$ cat src/rtl/sequenced_decoder_5_32.sv
// Registered 5:32 one-hot decoder with valid/ready intake.
// Ports: Clock_In, Reset_In (async high), Enable_In, Valid_In,
//   Encoded_Value_In[4:0] -> Ready_Out, Decoded_Value_Out[31:0],
//   Active_Out, Done_Out.
module sequenced_decoder_5_32 #(
  parameter int HOLD_CYCLES = 4,
  parameter int GAP_CYCLES  = 1,
  parameter int COUNT_WIDTH = 8
) (
  input  logic        Clock_In,
  input  logic        Reset_In,
  input  logic        Enable_In,
  input  logic        Valid_In,
  input  logic [4:0]  Encoded_Value_In,
  output logic        Ready_Out,
  output logic [31:0] Decoded_Value_Out,
  output logic        Active_Out,
  output logic        Done_Out
);

  typedef enum logic [1:0] {
    S_IDLE,
    S_DRIVE,
    S_GAP
  } state_t;

  localparam logic [COUNT_WIDTH-1:0] HOLD_LD =
    COUNT_WIDTH'(HOLD_CYCLES - 1);
  localparam logic [COUNT_WIDTH-1:0] GAP_LD =
    COUNT_WIDTH'(GAP_CYCLES > 0 ? GAP_CYCLES - 1 : 0);
  localparam logic [COUNT_WIDTH-1:0] ONE =
    COUNT_WIDTH'(1);

  state_t                 r_state;
  state_t                 w_state_n;
  logic [COUNT_WIDTH-1:0] r_cnt;
  logic [COUNT_WIDTH-1:0] w_cnt_n;
  logic [31:0]            r_dec;
  logic [31:0]            w_dec_n;
  logic                   r_act;
  logic                   r_done;
  logic                   w_last;
  logic                   w_ready;
  logic                   w_accept;
  logic [31:0]            w_onehot;

  assign w_last   = (r_cnt == '0);
  assign w_accept = Valid_In && w_ready;
  assign w_onehot = 32'd1 << Encoded_Value_In;

  always_comb begin
    w_ready = 1'b0;
    unique case (r_state)
      S_IDLE:  w_ready = Enable_In;
      S_DRIVE: w_ready = Enable_In && w_last &&
                         (GAP_CYCLES == 0);
      S_GAP:   w_ready = Enable_In && w_last;
      default: w_ready = 1'b0;
    endcase
  end

  always_comb begin
    w_state_n = r_state;
    w_cnt_n   = r_cnt;
    unique case (r_state)
      S_IDLE: begin
        if (w_accept) begin
          w_state_n = S_DRIVE;
          w_cnt_n   = HOLD_LD;
        end
      end
      S_DRIVE: begin
        if (!Enable_In) begin
          w_state_n = S_IDLE;
          w_cnt_n   = '0;
        end else if (!w_last) begin
          w_cnt_n = r_cnt - ONE;
        end else if (GAP_CYCLES > 0) begin
          w_state_n = S_GAP;
          w_cnt_n   = GAP_LD;
        end else if (w_accept) begin
          w_state_n = S_DRIVE;
          w_cnt_n   = HOLD_LD;
        end else begin
          w_state_n = S_IDLE;
          w_cnt_n   = '0;
        end
      end
      S_GAP: begin
        if (!Enable_In) begin
          w_state_n = S_IDLE;
          w_cnt_n   = '0;
        end else if (!w_last) begin
          w_cnt_n = r_cnt - ONE;
        end else if (w_accept) begin
          w_state_n = S_DRIVE;
          w_cnt_n   = HOLD_LD;
        end else begin
          w_state_n = S_IDLE;
          w_cnt_n   = '0;
        end
      end
      default: begin
        w_state_n = S_IDLE;
        w_cnt_n   = '0;
      end
    endcase
  end

  // A new accept replaces the line outright, so back-to-back
  // codes never overlap and never produce a zero cycle.
  always_comb begin
    w_dec_n = '0;
    if (w_accept)
      w_dec_n = w_onehot;
    else if (w_state_n == S_DRIVE)
      w_dec_n = r_dec;
  end

  always_ff @(posedge Clock_In or posedge Reset_In) begin
    if (Reset_In) begin
      r_state <= S_IDLE;
      r_cnt   <= '0;
      r_dec   <= '0;
      r_act   <= 1'b0;
      r_done  <= 1'b0;
    end else begin
      r_state <= w_state_n;
      r_cnt   <= w_cnt_n;
      r_dec   <= w_dec_n;
      r_act   <= (w_state_n == S_DRIVE);
      r_done  <= (w_state_n == S_DRIVE) &&
                 (w_cnt_n == '0);
    end
  end

  assign Ready_Out         = w_ready;
  assign Decoded_Value_Out = r_dec;
  assign Active_Out        = r_act;
  // Dropping enable on the final hold cycle aborts it, so the
  // completion pulse is masked in that same cycle.
  assign Done_Out          = r_done && Enable_In;

endmodule
$ cat config.mk
export PLATFORM = sky130hd
export DESIGN_NAME = sequenced_decoder_5_32
export DESIGN_NICKNAME = d
export VERILOG_FILES = /design/src/rtl/sequenced_decoder_5_32.sv
export SDC_FILE = /design/constraint.sdc
export NUM_CORES = 1
export LEC_CHECK = 0
export BUFFER_PORTS_ARGS = -buffer_cell sky130_fd_sc_hd__buf_4
export CAP_MARGIN = 40
export CORE_ASPECT_RATIO = 0.7
export CORE_MARGIN = 1.5
export CORE_UTILIZATION = 45
export DETAILED_ROUTE_END_ITERATION = 8
export HOLD_SLACK_MARGIN = 0.08
export PLACE_DENSITY = 0.8
export SLEW_MARGIN = 20
export SYNTH_ARGS = -nofsm -noshare
export SYNTH_HDL_FRONTEND = slang
export SYNTH_SLANG_ARGS = --single-unit
$ cat constraint.sdc
create_clock -name Clock_In -period 1.8 [get_ports Clock_In]
set_input_delay 0 -clock Clock_In [delete_from_list [all_inputs] [get_ports Clock_In]]
set_output_delay 0 -clock Clock_In [all_outputs]
set_load 0.02 [all_outputs]
==> flow_summary_export.csv <==
group,metric,value,unit
global_route,grt_pass1_wl,8710,µm
power_and_ir_drop,power_leakage,0.00146,µW
die,chipHeight,59.5,µm
clocking,clkSlewWorstSetupHoldPaths,90,ps
power_and_ir_drop,power.internal,2470,µW
logic_synthesis,postSynth.asyncResetShare,100,%
global_route,grt_use_total,23.0,%
die,coreArea,4350,µm²
logic_synthesis,syn_inst,193,
run,max_cap_violations,0,
power_and_ir_drop,switching_power,1670,µW
timing,setup_violations,21,
power_and_ir_drop,swShare,40.3,%
worst_setup_path,rr_worst_depth,9,
layout,final_util,69.2,%
worst_setup_path,endpoint_kind,"flop",
logic_synthesis,yosysUniqueCellTypes,42,
worst_setup_path,cp.arrival,2050,ps
worst_setup_path,crit_type,"flop to flop",
worst_setup_path,cp_cell_sequence,"inv_2, ha_4, nor4b_4, buf_4, and2_4, nor3_4, buf_6, buf_12, a22o_1",
clocking,clockRootBuffer,"clkbuf_8",
logic_synthesis,ys_seq_elements,44,
clocking,cts.sinks,44,
outcome,violations,"setup timing",
place,routabilityCongestion,0.999,
die,start_util,47.1,%
logic_synthesis,synth_top_area_share,53.7,%
worst_setup_path,cp-start-kind,"flop",
global_route,gr-total-overflow,0,
die,die_w,83.7,µm
worst_hold_path,holdPathStages,3,
die,dieArea,4980,µm²
place,portBuffers,43,
clocking,clkLatencyLatePin,310,ps
layout,multi_input_area,1020,µm²
timing,hold_viol,0,
layout,regArea,1100,µm²
die,num_rows,20,
layout,nFillCells,333,
layout,final_nets,287,
clocking,numCtsBuffers,5,
logic_synthesis,synth_nets,204,
layout,drive_gt1_share,45.1,%
logic_synthesis,synth_edf_count,0,
die,num_io_pins,44,
timing,finalCritPeriodShare,103,%
outcome,outcome,"complete, but fails checks",
route,dr.pass1.iters,4,
power_and_ir_drop,power_per_cell_area,1370,nW/µm²
timing,fin_skew,6.15,ps
timing,worst-slew-pin-transition,550,ps
route,drt_iter0_markers,131,
layout,areaGrowthSynthToFinish,46.9,%
timing,grt_setup_unrepaired,"yes",
clocking,cts_max_path_buffers,2,
power_and_ir_drop,p_comb_share,53.7,%
logic_synthesis,yosysTopAreaCell,"dfrtp_1",
worst_setup_path,cp_max_fo,8,
power_and_ir_drop,clkPwrFrac,16.3,%
logic_synthesis,synth-seq-area-share,53.7,%
route,wire_per_inst,18.0,µm
route,wirelength,5990,µm
logic_synthesis,synth_area,2050,µm²
timing,relSlewSlack,63.3,%
power_and_ir_drop,p_total,4140,µW
worst_setup_path,crit_path_top_delay_cell,"dfrtp_1",
route,drcViolationCount,0,
layout,diodes,0,
place,place_hpwl,3930,µm
power_and_ir_drop,p_seq_share,29.9,%
global_route,grt_start_max_net_pins,45,
global_route,antenna_found_initial,0,
worst_hold_path,worst_hold_path_type,"primary input to flop",
worst_setup_path,required,1990,ps
global_route,grt_pass1_vias,1705,
clocking,cts_tree,"built",
logic_synthesis,yosysWarnings,0,
timing,fin_ws,-58.6,ps
route,route.vias.total,1924,
logic_synthesis,syn_area_per_cell,10.6,µm²
timing,max_freq,0.538,GHz
clocking,h-tree-depth,2,
logic_synthesis,synth-main-ff-cell,"dfrtp_1",
power_and_ir_drop,ir_drop,0.000803,V
logic_synthesis,synth_area_leaders,"dfrtp_1 54%, nand2_1 5.1%, o21ai_0 5.1%",
route,detail-route-antenna-nets,0,
timing,period_minus_slack,1860,ps
worst_setup_path,max_stage_delay,390,ps
timing,slew_viol_final,0,
route,routed_via_density,5.80,
what timing repair did:
action	in CTS	in global routing
hold buffers	5	0
buffers inserted	1	3
pin swaps	2	20
endpoints found under the setup margin	34	35
hold endpoints to repair	54	0
gates cloned	0	3
resized for setup	5	40
sequential cells by signal (all words and copies together) (netlist names):
signal / flops
Active_Out: 1
r_cnt: 8
r_state: 2
r_done: 1
Decoded_Value_Out: 32
layer usage:
| metal | GRT usage [%] | vias up | share of wire (%) |
|---|---|---|---|
| met1 | 35.5 | 959 | 45 |
| met5 | 0 | - | 0 |
| met4 | 7.96 | 0 | 1.6 |
| li1 | - | 874 | - |
| met3 | 4.87 | 10 | 8.3 |
| met2 | 32.1 | 81 | 45 |
synthesized netlist by cell type, types with 3 or more instances:
library cell,instances
o21ai_0,21
clkbuf_1,3
nor2_1,7
a21oi_1,5
a22o_1,12
dfrtp_1,44
a211oi_1,4
nand3_1,4
inv_1,9
nand2b_1,5
o21ai_1,4
nand3b_1,3
nor2_4,4
nand2_1,28
a32o_1,4
nand4_1,3
final cells by class:
| cell class | instances | area share [%] |
|---|---|---|
| multi-input combinational | 135 | 34.0 |
| clock inverter | 2 | 0.457 |
| inverter | 9 | 1.12 |
| tap | 55 | 2.29 |
| timing repair buffer | 81 | 22.8 |
| sequential | 44 | 36.6 |
| clock buffer | 6 | 2.74 |
through the flow:
| stage | setup WS [ps] | TNS, ps | hold WS [ps] | std cells | cell area [µm²] |
|---|---|---|---|---|---|
| after detailed placement | -92.4 | -457 | 179 | 312 | 2650 |
| after global placement | -30.9 | -30.9 | 171 | 312 | 2650 |
| after CTS | 0.816 | 0 | 101 | 326 | 2820 |
| after global routing | -158 | -3080 | 119 | 332 | 3010 |
| after floorplan | -51.3 | -466 | 162 | 193 | 2060 |
| final | -58.6 | -717 | 113 | 332 | 3010 |
final timing paths:
path / from / endpoint / slack (ps)
setup / recovery: r_cnt[0] / Decoded_Value_Out[1] / -60
hold / removal: Encoded_Value_In[1] / Decoded_Value_Out[12] / 110
setup reg to reg: r_cnt[0] / Decoded_Value_Out[1] / -60
hold reg to reg: Decoded_Value_Out[31] / Decoded_Value_Out[31] / 490
max in group asynchronous: Reset_In / r_cnt[4] / 1040
min in group asynchronous: Reset_In / r_state[0] / 390
cells by family after synthesis:
group | share of synthesized area (%)
buf+inv | 2.68
xor+xnor | 0.427
simple gates | 20.1
compound gates | 21.9
flops | 53.7
fa+ha+maj | 1.22
placed cells by master, fill, tap and decap left out, types with 2 or more instances in the layout:
master         synthesis  routed
nand3_1                4       3
inv_2                  0       2
nand2_2                0       3
nand2_1               28      21
inv_1                  9       7
nand2_4                1       5
nand3b_1               3       3
o21ai_2                0      10
nand4_1                3       3
buf_4                  0      68
buf_6                  0       5
dfrtp_1               44      44
nor2b_1                2       2
o21ai_0               21       8
a21boi_0               2       2
or2_2                  2       2
nor2_1                 7       7
a211oi_2               2       2
a32o_1                 4       4
clkbuf_8               0       6
nor2_4                 4       4
clkbuf_16              0       2
dlygate4sd3_1          0       5
a22o_1                12      12
a21oi_1                5       4
a211oi_1               4       4
nand2b_1               5       5
nor3_4                 1       2
o211ai_1               2       2
o21ai_1                4       7
power by group through the flow:
stage                     sequential (µW)  combinational (µW)  clock (µW)
after global routing                 1250                2380         724
final                                1240                2220         677
after detailed placement             1250                1850           0
after global placement               1250                1810           0
after floorplan                      1260                1000           0
after CTS                            1230                1930         672
critical path: cells and delay by family, from the launching register on:
family          cells  cell delay, ps
flops               1             390
fa+ha+maj           1             140
compound gates      1             240
simple gates        3             420
buf+inv             4             560
Note: power is estimated with default switching activity, not from simulation.
